`src/rtl/vga_sincronizador_if.sv`:
```
// Scan-timing bundle from the VGA sync generator to the drawing stages.
interface vga_sincronizador_if;
   logic       pixelEn;
   logic [9:0] coluna;
   logic [9:0] linha;
   logic       areaAtiva;
   logic       hsync;
   logic       vsync;
   logic       fimQuadro;
   logic [7:0] quadro;

   modport master (
      output pixelEn, coluna, linha, areaAtiva, hsync, vsync, fimQuadro, quadro
   );

   modport slave (
      input  pixelEn, coluna, linha, areaAtiva, hsync, vsync, fimQuadro, quadro
   );
endinterface

```
`src/rtl/vga_sincronizador.sv`:
```
// VGA timing generator: pixel-rate enable, scan coordinates, sync pulses and
// frame strobes. Every flag is registered from the next counter value so it
// always decodes the coordinates driven in the same clk.
module vga_sincronizador #(
   parameter int unsigned DIV_PIXEL = 2,
   parameter int unsigned H_VIS     = 640,
   parameter int unsigned H_FP      = 16,
   parameter int unsigned H_SYNC    = 96,
   parameter int unsigned H_BP      = 48,
   parameter int unsigned V_VIS     = 480,
   parameter int unsigned V_FP      = 10,
   parameter int unsigned V_SYNC    = 2,
   parameter int unsigned V_BP      = 33,
   parameter int unsigned SYNC_POL  = 0
) (
   input  logic                  clk,
   input  logic                  reset,
   vga_sincronizador_if.master   vga
);

   localparam int unsigned CNT_W   = 10;
   localparam int unsigned DIV_W   = 2;
   localparam int unsigned Q_W     = 8;
   localparam int unsigned H_TOTAL = H_VIS + H_FP + H_SYNC + H_BP;
   localparam int unsigned V_TOTAL = V_VIS + V_FP + V_SYNC + V_BP;

   localparam logic [DIV_W-1:0] DIV_ULT  = DIV_W'(DIV_PIXEL - 1);
   localparam logic [CNT_W-1:0] COL_ULT  = CNT_W'(H_TOTAL - 1);
   localparam logic [CNT_W-1:0] LIN_ULT  = CNT_W'(V_TOTAL - 1);
   localparam logic [CNT_W-1:0] HS_INI   = CNT_W'(H_VIS + H_FP);
   localparam logic [CNT_W-1:0] HS_FIM   = CNT_W'(H_VIS + H_FP + H_SYNC);
   localparam logic [CNT_W-1:0] VS_INI   = CNT_W'(V_VIS + V_FP);
   localparam logic [CNT_W-1:0] VS_FIM   = CNT_W'(V_VIS + V_FP + V_SYNC);
   localparam logic [CNT_W-1:0] COL_VIS  = CNT_W'(H_VIS);
   localparam logic [CNT_W-1:0] LIN_VIS  = CNT_W'(V_VIS);
   localparam logic             SYNC_ATV = 1'(SYNC_POL);

   logic [DIV_W-1:0] div;
   logic             pixelEn;
   logic [CNT_W-1:0] coluna;
   logic [CNT_W-1:0] linha;
   logic [Q_W-1:0]   quadro;
   logic             areaAtiva;
   logic             hsync;
   logic             vsync;
   logic             fimQuadro;

   logic [DIV_W-1:0] divNext;
   logic             pixelEnNext;
   logic             fimLinha;
   logic             ultLinha;
   logic [CNT_W-1:0] colunaNext;
   logic [CNT_W-1:0] linhaNext;
   logic [Q_W-1:0]   quadroNext;
   logic             areaNext;
   logic             hsyncNext;
   logic             vsyncNext;
   logic             fimNext;

   // Next-state of divider, scan counters and the flags decoding them
   always_comb begin
      divNext     = (div == DIV_ULT) ? '0 : div + DIV_W'(1);
      pixelEnNext = (div == DIV_ULT);
      fimLinha    = pixelEn && (coluna == COL_ULT);
      ultLinha    = (linha == LIN_ULT);
      colunaNext  = coluna;
      linhaNext   = linha;
      quadroNext  = quadro;
      if (pixelEn) begin
         colunaNext = fimLinha ? '0 : coluna + CNT_W'(1);
      end
      if (fimLinha) begin
         linhaNext = ultLinha ? '0 : linha + CNT_W'(1);
         if (ultLinha) begin
            quadroNext = quadro + Q_W'(1);
         end
      end
      areaNext  = (colunaNext < COL_VIS) && (linhaNext < LIN_VIS);
      hsyncNext = ((colunaNext >= HS_INI) && (colunaNext < HS_FIM)) ? SYNC_ATV : ~SYNC_ATV;
      vsyncNext = ((linhaNext >= VS_INI) && (linhaNext < VS_FIM)) ? SYNC_ATV : ~SYNC_ATV;
      fimNext   = pixelEnNext && (colunaNext == COL_ULT) && (linhaNext == LIN_ULT);
   end

   // Timing registers; reset parks the scan at (0,0) with syncs inactive
   always_ff @(posedge clk) begin
      if (reset) begin
         div       <= '0;
         pixelEn   <= 1'b0;
         coluna    <= '0;
         linha     <= '0;
         quadro    <= '0;
         areaAtiva <= 1'b1;
         hsync     <= ~SYNC_ATV;
         vsync     <= ~SYNC_ATV;
         fimQuadro <= 1'b0;
      end else begin
         div       <= divNext;
         pixelEn   <= pixelEnNext;
         coluna    <= colunaNext;
         linha     <= linhaNext;
         quadro    <= quadroNext;
         areaAtiva <= areaNext;
         hsync     <= hsyncNext;
         vsync     <= vsyncNext;
         fimQuadro <= fimNext;
      end
   end

   assign vga.pixelEn   = pixelEn;
   assign vga.coluna    = coluna;
   assign vga.linha     = linha;
   assign vga.quadro    = quadro;
   assign vga.areaAtiva = areaAtiva;
   assign vga.hsync     = hsync;
   assign vga.vsync     = vsync;
   assign vga.fimQuadro = fimQuadro;

endmodule

```
`src/flat_wrapper.sv`:
```
// flat-port wrapper written by rule: the top's interface ports become plain ports
module vga_sincronizador_flat 
#(
   parameter int unsigned DIV_PIXEL = 2,
   parameter int unsigned H_VIS     = 640,
   parameter int unsigned H_FP      = 16,
   parameter int unsigned H_SYNC    = 96,
   parameter int unsigned H_BP      = 48,
   parameter int unsigned V_VIS     = 480,
   parameter int unsigned V_FP      = 10,
   parameter int unsigned V_SYNC    = 2,
   parameter int unsigned V_BP      = 33,
   parameter int unsigned SYNC_POL  = 0
)
  (clk, reset, vga_pixelEn, vga_coluna, vga_linha, vga_areaAtiva, vga_hsync, vga_vsync, vga_fimQuadro, vga_quadro);
  vga_sincronizador_if vga_i ();
  input  logic clk;
  input  logic reset;
  output wire logic [$bits(vga_i.pixelEn)-1:0] vga_pixelEn;
  output wire logic [$bits(vga_i.coluna)-1:0] vga_coluna;
  output wire logic [$bits(vga_i.linha)-1:0] vga_linha;
  output wire logic [$bits(vga_i.areaAtiva)-1:0] vga_areaAtiva;
  output wire logic [$bits(vga_i.hsync)-1:0] vga_hsync;
  output wire logic [$bits(vga_i.vsync)-1:0] vga_vsync;
  output wire logic [$bits(vga_i.fimQuadro)-1:0] vga_fimQuadro;
  output wire logic [$bits(vga_i.quadro)-1:0] vga_quadro;
  assign vga_pixelEn = vga_i.pixelEn;
  assign vga_coluna = vga_i.coluna;
  assign vga_linha = vga_i.linha;
  assign vga_areaAtiva = vga_i.areaAtiva;
  assign vga_hsync = vga_i.hsync;
  assign vga_vsync = vga_i.vsync;
  assign vga_fimQuadro = vga_i.fimQuadro;
  assign vga_quadro = vga_i.quadro;
  vga_sincronizador #(.DIV_PIXEL(DIV_PIXEL), .H_VIS(H_VIS), .H_FP(H_FP), .H_SYNC(H_SYNC), .H_BP(H_BP), .V_VIS(V_VIS), .V_FP(V_FP), .V_SYNC(V_SYNC), .V_BP(V_BP), .SYNC_POL(SYNC_POL)) u_core (.clk(clk), .reset(reset), .vga(vga_i));
endmodule
```
`config.mk`:
```
export PLATFORM = sky130hd
export DESIGN_NAME = vga_sincronizador_flat
export DESIGN_NICKNAME = d
export VERILOG_FILES = /design/src/rtl/vga_sincronizador_if.sv /design/src/rtl/vga_sincronizador.sv /design/src/flat_wrapper.sv
export SDC_FILE = /design/constraint.sdc
export NUM_CORES = 1
export LEC_CHECK = 0
export ABC_AREA = 1
export ABC_CLOCK_PERIOD_IN_PS = 4400
export CORE_ASPECT_RATIO = 2
export CORE_MARGIN = 2
export CORE_UTILIZATION = 39
export DETAILED_ROUTE_END_ITERATION = 8
export HOLD_SLACK_MARGIN = 0.1
export PLACE_DENSITY_LB_ADDON = 0.12
export SLEW_MARGIN = 25
export SYNTH_ARGS = -nofsm -noshare
export SYNTH_HDL_FRONTEND = slang
export SYNTH_SLANG_ARGS = --single-unit
export TNS_END_PERCENT = 10
```
`constraint.sdc`:
```
create_clock -name clk -period 4.4 [get_ports clk]
set_clock_uncertainty 0.05 [all_clocks]
set_input_delay 1.1 -clock clk [delete_from_list [all_inputs] [get_ports clk]]
set_output_delay 1.1 -clock clk [all_outputs]
set_load 0.01 [all_outputs]
```
==> impl_metrics.py, run 1 <==
metrics = {
    "status": {
        "status": "complete, no violations",
    },
    "setup_path": {
        "worstPathArrival_ns": 1.42,
        "max_stage_delay_ns": 0.61,
        "critPathTopFamily": "buffers and inverters",
        "start_kind": "register",
        "cp_cell_sequence": "clkdlybuf4s50_1",
        "worstSetupPathType": "register to output port",
        "crit_slowest_cell": "clkdlybuf4s50_1",
        "path_buf_inv": 1,
        "cp.required_ns": 3.25,
        "end_kind": "output port",
        "worstPathMaxFanout": 9,
    },
    "clock_tree": {
        "ctsResizeCount": 0,
        "cts_max_path_buffers": 2,
        "numCtsBuffers": 5,
        "htree_levels": 2,
        "cts_hold_buf": 0,
        "root_buffer": "clkbuf_8",
        "cts_tree": "done",
        "clock_sinks": 35,
        "postCtsSetupRepairBufs": 0,
        "clkTransAtPathRegs_ns": 0.07,
        "clock_latency_ns": 0.29,
    },
    "global_route": {
        "grt_pass1_vias": 1770,
        "grt_max_degree": 27,
        "grt_first_pass_wirelength_um": 7776,
        "antenna_found_initial": 0,
        "grtUsageTotal_pct": 19.03,
        "grt.overflow.total": 0,
    },
    "layout": {
        "multi_input_area_um2": 991.0,
        "final_cell_area_um2": 2382,
        "diodes": 0,
        "fin_nets": 335,
        "final_util_pct": 49.90,
        "register_area_um2": 700.7,
        "area_growth_pct": 25.51,
        "drive_gt1_share_pct": 6.991,
        "fillCellCount": 514,
    },
    "detailed_routing": {
        "route.detailed.drc": 0,
        "wirelength_um": 4528,
        "antenna_left": 0,
        "drt_iter0_markers": 38,
        "wl_per_cell_um": 11.73,
        "firstDrtPassIters": 4,
        "vias": 1843,
        "viasPerCell": 4.775,
    },
    "pwr": {
        "p_leak_nw": 1.002,
        "power_density_nw_per_um2": 243.9,
        "max-vdd-ir-drop_mv": 0.1903,
    },
    "worst_hold_path": {
        "min_path_type": "register to register",
    },
    "place": {
        "dpl.hpwl_um": 3460,
        "placed_cell_area_um2": 2298,
        "gp_congestion": 0.8189,
        "port-buffer-count": 34,
    },
    "yosys": {
        "yosysSeqAreaShare_pct": 36.91,
        "syn_nets": 297,
        "ys_types": 23,
        "ys.flop_type": "dfxtp_1",
        "yosys_warnings": 0,
        "syn_avg_cell_area_um2": 6.545,
        "ys_ff_latch": 35,
        "synth_edf_count": 0,
        "synthCells": 290,
        "syn_area_um2": 1898,
        "async_flop_share_pct": 0,
    },
    "floorplanning": {
        "core_area_um2": 4775,
        "io_pins": 35,
        "dieArea_um2": 5475,
        "dieHeight_um": 102.7,
        "initial_utilization_pct": 39.75,
        "die_x_um": 53.33,
        "rows": 36,
    },
    "timing": {
        "slew_violations": 0,
        "rsz0062_at_grt": "no",
        "whs_ns": 0.3867,
        "hold_viol": 0,
        "slew_headroom_pct": 73.31,
        "fmax_mhz": 388.9,
        "finalSetupTns_ns": 0,
        "fin_crit_ns": 2.571,
        "tightest_slew_ns": 0.3973,
        "period_share_pct": 58.43,
        "setup_viol": 0,
    },
    "job": {
        "maxCapViolCount": 0,
    },
}
==> Yosys cell counts, types with 2 or more instances <==
cell,count,area (µm²)
nand4_1,6,37.54
ha_1,5,62.56
nor2_1,54,202.7
o21ai_0,8,40.04
inv_1,50,187.7
o21ai_1,2,10.01
nand3_2,3,30.03
nor2_4,4,45.04
xor2_1,6,52.55
a21oi_1,10,50.05
nor3_1,9,45.04
nand2_2,2,12.51
nand3_1,19,95.09
nor2_2,2,12.51
nand2_1,66,247.7
dfxtp_1,35,700.7
clkbuf_1,3,11.26
==> kinds of logic (layout without fill, tap and decap cells) <==
logic type | after synthesis | count (layout) | synth area share [%]
XOR/XNOR | 6 | 6 | 2.769
AND/OR/NAND/NOR | 170 | 170 | 40.87
buffers and inverters | 54 | 93 | 10.88
adder cells (fa/ha/maj) | 5 | 5 | 3.296
flip-flops | 35 | 35 | 36.91
AO/OA/AOI/OAI | 20 | 20 | 5.274
==> cell usage in the layout, fill, tap and decap left out, types with 2 or more instances in the layout <==
cell type | netlist | final
inv_1 | 50 | 50
nor2_2 | 2 | 2
nand3_2 | 3 | 3
clkdlybuf4s50_1 | 0 | 34
clkinv_2 | 0 | 3
o21ai_1 | 2 | 2
clkbuf_8 | 0 | 5
nand4_1 | 6 | 6
nor2_4 | 4 | 4
ha_1 | 5 | 5
nor2_1 | 54 | 54
nor3_1 | 9 | 9
nand2_2 | 2 | 2
dfxtp_1 | 35 | 35
xor2_1 | 6 | 6
nand3_1 | 19 | 19
a21oi_1 | 10 | 10
nand2_1 | 66 | 66
o21ai_0 | 8 | 8
==> worst register-to-register path, stage by stage (launching register included) <==
cell,delay [ns]
dfxtp_1,0.43
ha_1,0.22
nand3_2,0.13
inv_1,0.10
nand4_1,0.31
nor2_1,0.28
inv_1,0.10
nor3_2,0.19
nand3_1,0.11
nand2_1,0.07
a21oi_1,0.04
==> per-layer routing <==
metal	track usage, %	share of wire (%)
met5	0	0
met4	7.101	1.7
met3	3.768	3.6
met2	32.29	50
met1	23.06	45
==> state kept, by name, indices dropped and copies added, names as in the netlist <==
| register | cells |
|---|---|
| u_core.vga.vsync | 1 |
| u_core.vga.hsync | 1 |
| u_core.vga.areaAtiva | 1 |
| u_core.vga.fimQuadro | 1 |
| u_core.vga.coluna | 10 |
| u_core.div | 2 |
| u_core.vga.pixelEn | 1 |
| u_core.vga.linha | 10 |
| u_core.vga.quadro | 8 |
==> where the power goes <==
part           switching (mW)  internal, mW
combinational          0.0144        0.0103
clock                   0.122         0.108
sequential            0.00508         0.321
total                   0.141         0.440
==> area by class of cell <==
| type | instances | area share, % |
|---|---|---|
| multi-input cells | 201 | 41.60 |
| flip-flops and latches | 35 | 29.41 |
| repair buffers | 35 | 14.60 |
| inverters | 50 | 7.878 |
| well taps | 57 | 2.994 |
| clock buffers | 5 | 2.889 |
| clock inverters | 3 | 0.6303 |
==> stage by stage <==
step	setup WS, ns	cells	total power, mW
CTS	1.837	386	0.5866
global route	1.786	386	0.6024
finish	1.829	386	0.5810
global placement	1.849	378	0.3580
floorplan	2.447	290	0.3499
detailed placement	1.844	378	0.3585
==> final timing paths <==
check,from,end,slack [ns],cells past startpoint
worst min register to register,u_core.div[0],u_core.div[0],0.39,1
worst max register to register,u_core.vga.coluna[0],u_core.vga.quadro[4],2.29,10
worst max-delay path,u_core.vga.pixelEn,vga_pixelEn,1.83,1
worst min-delay path,u_core.div[0],u_core.div[0],0.39,1
No activity file was read; power rests on OpenSTA's default activity.
==> inputs of run 2 (changes only) <==
Settings changed: ABC_CLOCK_PERIOD_IN_PS 4400 to 2300.
Clock period 4.4 ns to 2.3 ns, I/O delays scaled along.
==> impl_metrics.py, run 2 (synthesized netlist as in run 1, its figures left out) <==
metrics = {
    "worst_hold_path": {
        "min-delay-start": "u_core.div[0]",
        "min_path_type": "register to register",
        "hold_depth": 1,
        "whs_endpoint": "u_core.div[0]",
    },
    "global_route": {
        "grt_first_pass_wirelength_um": 7935,
        "grt.overflow.total": 0,
        "grtUsageTotal_pct": 19.46,
        "grt_max_degree": 26,
        "antenna_found_initial": 0,
        "grt_pass1_vias": 1763,
    },
    "layout": {
        "area_growth_pct": 25.91,
        "layout_commonest_cell": "nand2_1",
        "diodes": 0,
        "drive_gt1_share_pct": 6.970,
        "fin_nets": 336,
        "largestRegisters": "u_core.vga.coluna x10, u_core.vga.linha x10, u_core.vga.quadro x8",
        "finalNonFillerCells": 387,
        "final_cell_mix": "nand2_1, nor2_1, inv_1",
    },
    "timing": {
        "rsz0062_at_grt": "no",
        "tightest_slew_ns": 0.3652,
        "slew_violations": 0,
        "hold_viol": 0,
        "period_share_pct": 88.74,
        "setup_slack_ns": 0.2591,
        "finalSetupTns_ns": 0,
        "setup_viol": 0,
        "fmax_mhz": 490.0,
        "slew_headroom_pct": 75.59,
        "whs_ns": 0.3910,
        "fin_crit_ns": 2.041,
    },
    "detailed_routing": {
        "drt_iter0_markers": 39,
        "antenna_left": 0,
        "wl_per_cell_um": 11.91,
        "route.detailed.drc": 0,
        "wirelength_um": 4609,
        "firstDrtPassIters": 4,
        "viasPerCell": 4.819,
        "vias": 1865,
    },
    "setup_path": {
        "max_stage_delay_ns": 0.43,
        "end_kind": "register",
        "rr_worst_depth": 10,
        "worstPathArrival_ns": 2.15,
        "cp-startpoint": "u_core.vga.coluna[0]",
        "crit_slowest_cell": "dfxtp_1",
        "critPathTopFamily": "simple AND/OR/NAND/NOR gates",
        "reg2reg_setup_slack_ns": 0.26,
        "cp_cell_sequence": "ha_1 > nand3_2 > nor2_4 > nand2_4 > nor2_4 > nand2_2 > xor2_1 > nand2_1 > nor2_1 > nand4_1",
        "cp.required_ns": 2.41,
        "path_buf_inv": 0,
        "r2r_end": "u_core.vga.vsync",
        "path_common_cell": "nor2_4",
        "r2r-start": "u_core.vga.coluna[0]",
        "start_kind": "register",
        "worstPathMaxFanout": 9,
        "worstSetupPathType": "register to register",
    },
    "pwr": {
        "p_sw_share_pct": 22.46,
        "p_leak_nw": 1.001,
        "total_power_mw": 1.092,
        "max-vdd-ir-drop_mv": 0.3763,
        "power.internal_uw": 847.1,
        "sequentialPowerShare_pct": 57.1,
        "power_density_nw_per_um2": 457.1,
        "pwr-share-clk_pct": 38.4,
        "switchingPower_uw": 245.4,
        "power_frac_comb_pct": 4.4,
    },
    "floorplanning": {
        "core_area_um2": 4775,
        "dieArea_um2": 5475,
        "dieHeight_um": 102.7,
        "initial_utilization_pct": 39.75,
        "rows": 36,
        "io_pins": 35,
        "die_x_um": 53.33,
    },
    "clock_tree": {
        "clock_sinks": 35,
        "cts_hold_buf": 0,
        "htree_levels": 2,
        "clock_latency_ns": 0.28,
        "cts_max_path_buffers": 2,
        "cts_tree": "done",
        "numCtsBuffers": 5,
        "clkTransAtPathRegs_ns": 0.07,
        "root_buffer": "clkbuf_8",
    },
    "place": {
        "port-buffer-count": 34,
        "dpl.cell_count": 378,
        "gp_congestion": 0.8920,
        "pre_cts_ws_ns": 0.2153,
        "dpl.hpwl_um": 3560,
    },
    "status": {
        "status": "complete, no violations",
    },
    "job": {
        "maxCapViolCount": 0,
    },
}
-- run 2: cell type report --
class | instances | area, µm²
fill | 535 | 2385
multi-input combinational | 201 | 993.5
sequential | 35 | 700.7
timing repair buffer | 36 | 355.3
inverter | 50 | 187.7
clock buffer | 7 | 76.32
tap | 57 | 71.32
clock inverter | 1 | 5.005
-- run 2: per-stage QoR --
step           area, µm²  utilization, %
2_1_floorplan       1898               -
3_3_place_gp        2298           48.14
6_report            2390           50.05
5_1_grt             2390           50.05
3_5_place_dp        2298           48.14
4_1_cts             2380           49.84
-- run 2: routing by layer --
metal  global-route usage (%)  share of wire, %
met1                    24.01                43
met2                    31.05                49
met3                    3.768               3.7
met4                    10.45               3.5
met5                        0                 0
-- run 2: worst reg2reg max path, cell delays in order (launching register included) --
cell and delay, ns:
dfxtp_1 0.43, ha_1 0.24, nand3_2 0.14, nor2_4 0.19, nand2_4 0.13, nor2_4 0.16, nand2_2 0.06, xor2_1 0.24
nand2_1 0.10, nor2_1 0.09, nand4_1 0.08
-- run 2: how the worst max path moves through the flow --
stage                     cells past startpoint                    to
after floorplan                              10      u_core.vga.vsync
after global routing                         10      u_core.vga.vsync
final                                        10      u_core.vga.vsync
after global placement                       10  u_core.vga.quadro[4]
after detailed placement                     10  u_core.vga.quadro[4]
after CTS                                    10  u_core.vga.quadro[4]
-- run 2: what timing repair did --
item | in CTS | in global routing
gates resized for setup | 0 | 1
setup endpoints to repair | 0 | 1
setup buffers | 0 | 1
-- run 2: power by group through the flow --
stage	Sequential, mW	Clock, mW	Combinational (mW)
after global routing	0.625	0.460	0.0564
after CTS	0.624	0.435	0.0495
final	0.624	0.420	0.0484
after detailed placement	0.638	0	0.0493
after global placement	0.638	0	0.0483
after floorplan	0.635	0	0.0341
==> inputs of run 3 (changes only) <==
Settings changed: ABC_CLOCK_PERIOD_IN_PS 2300 to 2100.
Clock period 2.3 ns to 2.1 ns, I/O delays scaled along.
==> impl_metrics.py, run 3 (synthesized netlist as in run 1, its figures left out) <==
metrics = {
    "status": {
        "status": "complete, no violations",
    },
    "timing": {
        "period_share_pct": 93.32,
        "setup_viol": 0,
        "fin_crit_ns": 1.960,
        "fmax_mhz": 510.3,
        "whs_ns": 0.3861,
        "finalSetupTns_ns": 0,
        "tightest_slew_ns": 0.2979,
        "slew_headroom_pct": 80.12,
        "hold_viol": 0,
        "slew_violations": 0,
        "setup_slack_ns": 0.1404,
    },
    "layout": {
        "layout_commonest_cell": "nand2_1",
        "finalNonFillerCells": 392,
        "drive_gt1_share_pct": 10.45,
        "area_growth_pct": 29.93,
        "diodes": 0,
        "final_cell_area_um2": 2466,
        "fin_nets": 341,
        "final_cell_mix": "nand2_1, nor2_1, inv_1",
        "final_util_pct": 51.65,
        "largestRegisters": "u_core.vga.coluna x10, u_core.vga.linha x10, u_core.vga.quadro x8",
    },
    "floorplanning": {
        "dieHeight_um": 102.7,
        "rows": 36,
        "dieArea_um2": 5475,
        "die_x_um": 53.33,
        "core_area_um2": 4775,
        "initial_utilization_pct": 39.75,
        "io_pins": 35,
    },
    "detailed_routing": {
        "wirelength_um": 4599,
        "route.detailed.drc": 0,
        "vias": 1851,
        "wl_met1_um": 2086,
        "antenna_left": 0,
        "top_layer": "met4",
        "viasPerCell": 4.722,
        "firstDrtPassIters": 4,
        "wl_met2_um": 2269,
        "drt_iter0_markers": 45,
        "wl_per_cell_um": 11.73,
        "met3_length_um": 128,
    },
    "clock_tree": {
        "clock_latency_ns": 0.29,
        "clkTransAtPathRegs_ns": 0.07,
        "htree_levels": 2,
        "cts_max_path_buffers": 2,
        "root_buffer": "clkbuf_8",
        "cts_tree": "done",
        "clock_sinks": 35,
        "numCtsBuffers": 5,
    },
    "global_route": {
        "antenna_found_initial": 0,
        "grt.overflow.total": 0,
        "grt_pass1_vias": 1786,
        "grt_max_degree": 26,
        "grtUsageTotal_pct": 19.48,
        "grt_first_pass_wirelength_um": 7914,
    },
    "setup_path": {
        "start_kind": "register",
        "rr_worst_depth": 10,
        "worstSetupPathType": "register to output port",
        "worstPathMaxFanout": 9,
        "critPathTopFamily": "buffers and inverters",
        "path_buf_inv": 1,
        "worstPathArrival_ns": 1.38,
        "cp_cell_sequence": "clkdlybuf4s50_1",
        "worst-path-stages": 1,
        "end_kind": "output port",
        "cp.required_ns": 1.52,
        "crit_slowest_cell": "clkdlybuf4s50_1",
        "max_stage_delay_ns": 0.60,
    },
    "place": {
        "placed_cell_area_um2": 2328,
        "pre_cts_ws_ns": 0.1211,
        "dpl.hpwl_um": 3536,
        "gp_congestion": 0.8989,
        "dpl.cell_count": 382,
        "port-buffer-count": 34,
    },
    "pwr": {
        "power_density_nw_per_um2": 517.1,
        "max-vdd-ir-drop_mv": 0.3801,
        "total_power_mw": 1.275,
        "p_leak_nw": 1.035,
    },
    "job": {
        "maxCapViolCount": 0,
    },
    "worst_hold_path": {
        "min_path_type": "register to register",
        "hold_depth": 1,
    },
}
run 3: cell types whose count changed in the layout (fill, tap and decap cells not counted), sizes merged:
cell    delta
buf        +5
clkinv     -1
clkbuf     +1
run 3: cell type report:
type | count | area [µm²]
Clock buffer | 8 | 100.1
Multi-Input combinational cell | 201 | 1010
Sequential cell | 35 | 704.4
Timing Repair Buffer | 41 | 392.9
Tap cell | 57 | 71.32
Fill cell | 494 | 2308
Inverter | 50 | 187.7
run 3: what timing repair did:
action                                  CTS  global route
buffers inserted                          0             2
gates resized for setup                   0             7
endpoints found under the setup margin    0             4
hold buffers                              0             0
run 3: power by group:
part | internal, mW | leakage [nW] | switching, mW | total [mW]
sequential | 0.674 | 0.284 | 0.00941 | 0.683
combinational | 0.0235 | 0.700 | 0.0325 | 0.0560
clock | 0.299 | 0.0515 | 0.237 | 0.536
total | 0.997 | 1.04 | 0.279 | 1.28
run 3: worst paths after layout:
kind	end	from	slack [ns]
max reg2reg	u_core.vga.vsync	u_core.vga.coluna[0]	0.15
max	vga_pixelEn	u_core.vga.pixelEn	0.14
min reg2reg	u_core.div[0]	u_core.div[0]	0.39
min	u_core.div[0]	u_core.div[0]	0.39
run 3: layer usage:
| layer | vias to the layer above | global-route usage (%) |
|---|---|---|
| met1 | 828 | 24.53 |
| met3 | 9 | 3.043 |
| met5 | - | 0 |
| li1 | 981 | - |
| met2 | 33 | 31.72 |
| met4 | 0 | 9.073 |
